==> src/rtl/sfs_pkg.sv <==
// Shared types and width helpers for the serial fault-simulation controller.
package sfs_pkg;

  typedef enum logic [2:0] {
    IDLE,
    G_APPLY,
    G_SAMPLE,
    F_APPLY,
    F_SAMPLE,
    REPORT,
    FIN
  } state_t;

  // Fault-id width; kept at least 1 bit so a single-fault list still has a port.
  function automatic int unsigned fw_of(input int unsigned n);
    return (n <= 2) ? 1 : $clog2(n);
  endfunction

  // Detected-fault counter width: one extra bit so NUM_FAULTS itself fits.
  function automatic int unsigned cw_of(input int unsigned n);
    return fw_of(n) + 1;
  endfunction

endpackage

==> src/rtl/sfs_golden_ram.sv <==
// Golden-response store: 2**AW x DW register file.
// Ports: clk/rst (async, active-high, clears contents), we/waddr/wdata write
// port, raddr/rdata asynchronous read port.
module sfs_golden_ram #(
  parameter int unsigned AW = 3,
  parameter int unsigned DW = 2
) (
  input  logic          clk,
  input  logic          rst,
  input  logic          we,
  input  logic [AW-1:0] waddr,
  input  logic [DW-1:0] wdata,
  input  logic [AW-1:0] raddr,
  output logic [DW-1:0] rdata
);

  logic [DW-1:0] r_mem [2**AW];

  always_ff @(posedge clk or posedge rst) begin
    if (rst) begin
      for (int unsigned i = 0; i < 2**AW; i++) r_mem[i] <= '0;
    end else if (we) begin
      r_mem[waddr] <= wdata;
    end
  end

  assign rdata = r_mem[raddr];

endmodule

==> src/rtl/serial_fault_sim_ctrl.sv <==
// Serial fault-simulation controller: applies every input vector to the CUT
// fault-free to capture golden responses, then injects each fault in turn and
// reports it detected (first mismatching vector) or undetected.
// Ports: clk, rst (async, active-high), start (1-cycle pulse);
// pi_vec -> CUT inputs, po_vec <- CUT outputs; fault_en/fault_id select the
// injected fault; busy/done run status; det_valid/det_fault_id/det_flag/det_vec
// per-fault verdict; det_count detected faults in the current run.
module serial_fault_sim_ctrl
  import sfs_pkg::*;
#(
  parameter int unsigned NUM_PI     = 3,
  parameter int unsigned NUM_PO     = 2,
  parameter int unsigned NUM_FAULTS = 16
) (
  input  logic                            clk,
  input  logic                            rst,
  input  logic                            start,
  output logic [NUM_PI-1:0]               pi_vec,
  input  logic [NUM_PO-1:0]               po_vec,
  output logic                            fault_en,
  output logic [fw_of(NUM_FAULTS)-1:0]    fault_id,
  output logic                            busy,
  output logic                            done,
  output logic                            det_valid,
  output logic [fw_of(NUM_FAULTS)-1:0]    det_fault_id,
  output logic                            det_flag,
  output logic [NUM_PI-1:0]               det_vec,
  output logic [cw_of(NUM_FAULTS)-1:0]    det_count
);

  localparam int unsigned FW = fw_of(NUM_FAULTS);
  localparam int unsigned CW = cw_of(NUM_FAULTS);
  localparam logic [NUM_PI:0] LAST_VEC = (NUM_PI+1)'(2**NUM_PI - 1);
  localparam logic [FW-1:0]   LAST_F   = FW'(NUM_FAULTS - 1);

  state_t              r_state, w_next;
  logic [NUM_PI:0]     r_vec;
  logic [NUM_PO-1:0]   w_gold;
  logic                w_last_vec, w_last_f, w_mis, w_gold_we;

  assign w_last_vec = (r_vec == LAST_VEC);
  assign w_last_f   = (fault_id == LAST_F);
  // Case inequality: an X/Z response from the faulty CUT counts as a mismatch.
  assign w_mis      = (po_vec !== w_gold);
  assign w_gold_we  = (r_state == G_SAMPLE);

  sfs_golden_ram #(
    .AW(NUM_PI),
    .DW(NUM_PO)
  ) u_gold (
    .clk  (clk),
    .rst  (rst),
    .we   (w_gold_we),
    .waddr(r_vec[NUM_PI-1:0]),
    .wdata(po_vec),
    .raddr(r_vec[NUM_PI-1:0]),
    .rdata(w_gold)
  );

  always_ff @(posedge clk or posedge rst) begin
    if (rst) r_state <= IDLE;
    else     r_state <= w_next;
  end

  always_comb begin
    w_next = r_state;
    unique case (r_state)
      IDLE:     if (start) w_next = G_APPLY;
      G_APPLY:  w_next = G_SAMPLE;
      G_SAMPLE: w_next = w_last_vec ? F_APPLY : G_APPLY;
      F_APPLY:  w_next = F_SAMPLE;
      F_SAMPLE: w_next = (w_mis || w_last_vec) ? REPORT : F_APPLY;
      REPORT:   w_next = w_last_f ? FIN : F_APPLY;
      FIN:      w_next = IDLE;
      default:  w_next = IDLE;
    endcase
  end

  always_ff @(posedge clk or posedge rst) begin
    if (rst) begin
      r_vec        <= '0;
      pi_vec       <= '0;
      fault_en     <= 1'b0;
      fault_id     <= '0;
      busy         <= 1'b0;
      done         <= 1'b0;
      det_valid    <= 1'b0;
      det_fault_id <= '0;
      det_flag     <= 1'b0;
      det_vec      <= '0;
      det_count    <= '0;
    end else begin
      unique case (r_state)
        IDLE: begin
          if (start) begin
            busy         <= 1'b1;
            det_count    <= '0;
            det_fault_id <= '0;
            det_flag     <= 1'b0;
            det_vec      <= '0;
            r_vec        <= '0;
            fault_id     <= '0;
            fault_en     <= 1'b0;
          end
        end
        G_APPLY, F_APPLY: pi_vec <= r_vec[NUM_PI-1:0];
        G_SAMPLE: begin
          if (w_last_vec) begin
            r_vec    <= '0;
            fault_en <= 1'b1;
          end else begin
            r_vec <= r_vec + (NUM_PI+1)'(1);
          end
        end
        F_SAMPLE: begin
          // Verdict registers and det_count update together so they are
          // coherent during the single REPORT cycle where det_valid is high.
          if (w_mis) begin
            det_valid    <= 1'b1;
            det_flag     <= 1'b1;
            det_vec      <= r_vec[NUM_PI-1:0];
            det_fault_id <= fault_id;
            det_count    <= det_count + CW'(1);
            fault_en     <= 1'b0;
          end else if (w_last_vec) begin
            det_valid    <= 1'b1;
            det_flag     <= 1'b0;
            det_vec      <= '0;
            det_fault_id <= fault_id;
            fault_en     <= 1'b0;
          end else begin
            r_vec <= r_vec + (NUM_PI+1)'(1);
          end
        end
        REPORT: begin
          det_valid <= 1'b0;
          if (w_last_f) begin
            done <= 1'b1;
          end else begin
            fault_id <= fault_id + FW'(1);
            r_vec    <= '0;
            fault_en <= 1'b1;
          end
        end
        FIN: begin
          done <= 1'b0;
          busy <= 1'b0;
        end
        default: ;
      endcase
    end
  end

endmodule
==> config.mk <==
export PLATFORM = sky130hd
export DESIGN_NAME = serial_fault_sim_ctrl
export DESIGN_NICKNAME = d
export VERILOG_FILES = /design/src/rtl/sfs_pkg.sv /design/src/rtl/sfs_golden_ram.sv /design/src/rtl/serial_fault_sim_ctrl.sv
export SDC_FILE = /design/constraint.sdc
export NUM_CORES = 1
export LEC_CHECK = 0
export BUFFER_PORTS_ARGS = -buffer_cell sky130_fd_sc_hd__buf_2
export CORE_ASPECT_RATIO = 1.1
export CORE_MARGIN = 2
export CORE_UTILIZATION = 49
export CTS_BUF_LIST = sky130_fd_sc_hd__clkbuf_4
export DETAILED_ROUTE_END_ITERATION = 6
export PLACE_DENSITY = 0.79
export RECOVER_POWER = 25
export SLEW_MARGIN = 25
export SYNTH_ARGS = -nofsm -noshare
export SYNTH_HDL_FRONTEND = slang
export SYNTH_HIERARCHICAL = 1
export SYNTH_SLANG_ARGS = --single-unit
export TNS_END_PERCENT = 5
==> constraint.sdc <==
create_clock -name clk -period 2.9 [get_ports clk]
set_input_delay 0.29 -clock clk [delete_from_list [all_inputs] [get_ports clk]]
set_output_delay 0.29 -clock clk [all_outputs]
set_load 0.03 [all_outputs]
==> results.sh <==
export IMPL_power_switching_mw=1.024
export IMPL_maxCapViolations=1
export IMPL_holdCritPathClass="input pin to register"
export IMPL_worstMarginPinSlew_ns=1.645
export IMPL_p_comb_share_pct=43.2
export IMPL_end_kind="register"
export IMPL_r2r_slack_ns=0.15
export IMPL_syn_nets=194
export IMPL_leakage_nw=1.234
export IMPL_max_stage_delay_ns=0.60
export IMPL_ys_ff_latch=47
export IMPL_grt_setup_unrepaired="no"
export IMPL_synth_avg_cell_area_sq_um=12.16
export IMPL_cts_tree="built"
export IMPL_synth_enable_flop_cells=0
export IMPL_finalHoldViolations=0
export IMPL_p_int_mw=1.325
export IMPL_drt_wl_total_mm=4.467
export IMPL_antenna_found_initial=0
export IMPL_fin_skew_ns=0.02350
export IMPL_setup_viol=0
export IMPL_clock_root_buffer="clkbuf_4"
export IMPL_max_freq_mhz=364.3
export IMPL_drt_initial_drc_count=71
export IMPL_synth_ff_type="dfrtp_1"
export IMPL_critical_path_required_ns=3.21
export IMPL_grt_max_degree=32
export IMPL_synth_cells=186
export IMPL_dr_pass1_iters=4
export IMPL_overflow=0
export IMPL_cts_sinks=47
export IMPL_die_w_um=68.77
export IMPL_setup_tns_ns=0
export IMPL_drv_slew=32
export IMPL_htree_levels=2
export IMPL_power_share_clock_pct=13.6
export IMPL_p_total_mw=2.349
export IMPL_violations="capacitance limit, slew limit"
export IMPL_num_rows=25
export IMPL_status="complete, but fails checks"
export IMPL_synth_area_sq_um=2261
export IMPL_dp_hpwl_mm=3.185
export IMPL_diodes=0
export IMPL_yosysWarningCount=6
export IMPL_grt_pass1_wl_mm=7.176
export IMPL_p_sw_share_pct=43.58
export IMPL_start_kind="register"
export IMPL_min_period_ns=2.745
export IMPL_critPathArrivalTime_ns=3.06
export IMPL_core_area_sq_um=4379
export IMPL_crit_buf_inv=0
export IMPL_crit_path_max_fanout=10
export IMPL_worstSetupPathType="register to register"
export IMPL_clk_latency_ns=0.38
export IMPL_via_count=1622
export IMPL_ant_nets=0
export IMPL_cpMaxStageDelayCell="mux4_1"
export IMPL_ys_async_sr_fraction_pct=100.0
export IMPL_path_delay_family="multiplexers"
export IMPL_crit_chain="mux4_1, mux2_2, xor2_1, o31a_1, or4_1, nand3_1"
export IMPL_p_seq_share_pct=43.2
export IMPL_nFillCells=385
export IMPL_nets=234
export IMPL_slew_headroom_pct=-9.667
export IMPL_drc_errors=0
export IMPL_port_buffers=28
export IMPL_gr_usage_all_layers_pct=19.10
export IMPL_cts_buffers=5
export IMPL_die_h_um=75.25
export IMPL_clk_pin_slew_ns=0.15
export IMPL_via_per_inst=5.772
export IMPL_wire_per_inst_um=15.90
export IMPL_ys_types=46
export IMPL_drive_gt1_share_pct=32.16
export IMPL_ys_seq_area_share_pct=52.02
export IMPL_period_share_pct=94.66
export IMPL_dieArea_sq_um=5174
export IMPL_place_gp_congestion=0.7893
export IMPL_vdd_drop_max_uv=404.1
export IMPL_area_growth_pct=13.78
export IMPL_power_per_cell_area_nw_per_um2=913.2
export IMPL_io_pins=29
export IMPL_grt_pass1_vias=1595
export IMPL_clock_path_buffers=2
export IMPL_initial_utilization_pct=51.63
cell type report:
cell class              count  area [sq um]  share of cell area, %
clock buffers               5         37.54                  1.459
repair buffers             36         198.9                  7.733
multi-input cells         130          1050                  40.81
flip-flops and latches     47          1176                  45.72
clock inverters             3         18.77                 0.7296
inverters                   6         23.77                 0.9241
well taps                  54         67.56                  2.626
cell usage in the layout, fill, tap and decap left out, drive strengths merged, types with 4 or more instances in the layout:
cell / netlist / final
dfrtp: 47 / 47
buf: 2 / 33
mux2: 21 / 21
nand2: 12 / 12
nor2: 12 / 12
o21ai: 9 / 9
a22o: 7 / 7
clkbuf: 1 / 7
inv: 5 / 6
nand3: 5 / 5
xor2: 4 / 4
and3: 4 / 4
mux4: 4 / 4
a21oi: 4 / 4
path summary, 6_finish.rpt:
| path | startpoint | to | cells past startpoint |
|---|---|---|---|
| max reg2reg | r_vec[0]$_DFFE_PP0P_ | r_vec[3]$_DFFE_PP0P_ | 6 |
| max | r_vec[0]$_DFFE_PP0P_ | r_vec[3]$_DFFE_PP0P_ | 6 |
| max in group asynchronous | rst | pi_vec[2]$_DFFE_PP0P_ | 4 |
| min reg2reg | det_flag$_DFFE_PP0P_ | det_flag$_DFFE_PP0P_ | 1 |
| min | po_vec[0] | u_gold/r_mem[6]$_DFFE_PP0P_ | 2 |
| min in group asynchronous | rst | u_gold/r_mem[15]$_DFFE_PP0P_ | 3 |
routing by layer:
layer	track usage [%]	share of wire (%)	up-vias
li1	-	-	778
met1	23.48	45	807
met2	31.52	50	31
met3	5.381	3.8	6
met4	8.061	1.6	0
met5	0	0	-
synthesized netlist by cell type, types with 4 or more instances:
master / instances / area, sq um
dfrtp_1: 47 / 1176
mux2_2: 21 / 236.5
nand2_1: 12 / 45.04
nor2_1: 12 / 45.04
o21ai_0: 9 / 45.04
a22o_1: 7 / 61.31
inv_1: 5 / 18.77
nand3_1: 5 / 25.02
and3_1: 4 / 25.02
mux4_1: 4 / 105.1
xor2_1: 4 / 35.03
worst reg2reg max path, stage by stage (launching register included):
cell	delay [ns]
dfrtp_1	0.56
mux4_1	0.60
mux2_2	0.28
xor2_1	0.21
o31a_1	0.42
or4_1	0.52
nand3_1	0.09
power groups by stage:
| stage | combinational [mW] | sequential [mW] | clock, mW |
|---|---|---|---|
| 5_1_grt | 1.11 | 1.05 | 0.357 |
| 3_5_place_dp | 1.02 | 1.03 | 0 |
| 3_3_place_gp | 0.995 | 1.02 | 0 |
| 6_report | 1.02 | 1.01 | 0.319 |
| 4_1_cts | 1.02 | 1.02 | 0.327 |
| 2_1_floorplan | 0.564 | 1.18 | 0 |
logic make-up after synthesis:
logic type	after synthesis	share of synthesized area (%)
and+or+nand+nor	62	16.66
DFF	47	52.02
AOI/OAI and AO/OA	34	10.51
muxes	26	15.55
buffers and inverters	9	1.660
xor gates and xnor gates	5	1.937
adders and majority gates	3	1.660
metrics by stage:
stage               util [%]  hold slack, ns  setup slack [ns]  cell area [sq um]  cells
CTS                    58.77          0.2756            0.1286               2574    281
floorplan                  -          0.2037            0.2877               2261    186
global route           58.74          0.2881          0.002284               2572    281
global placement       57.26          0.3893            0.2458               2507    272
finish                 58.74          0.2898            0.1550               2572    281
detailed placement     57.26          0.3976            0.1718               2507    272
what timing repair did:
| item | CTS | global route |
|---|---|---|
| hold buffers | 1 | 0 |
| hold endpoints to repair | 47 | 0 |
| resized for setup | 0 | 1 |
| setup buffers | 0 | 0 |
| endpoints found under the setup margin | 0 | 8 |
state kept, by name, summed over array words and instances, names as in the netlist:
signal / cells
busy: 1
det_count: 5
det_fault_id: 4
fault_id: 4
det_flag: 1
det_valid: 1
u_gold/r_mem: 16
fault_en: 1
done: 1
r_vec: 4
pi_vec: 3
det_vec: 3
r_state: 3
No activity file was read; power rests on OpenSTA's default activity.
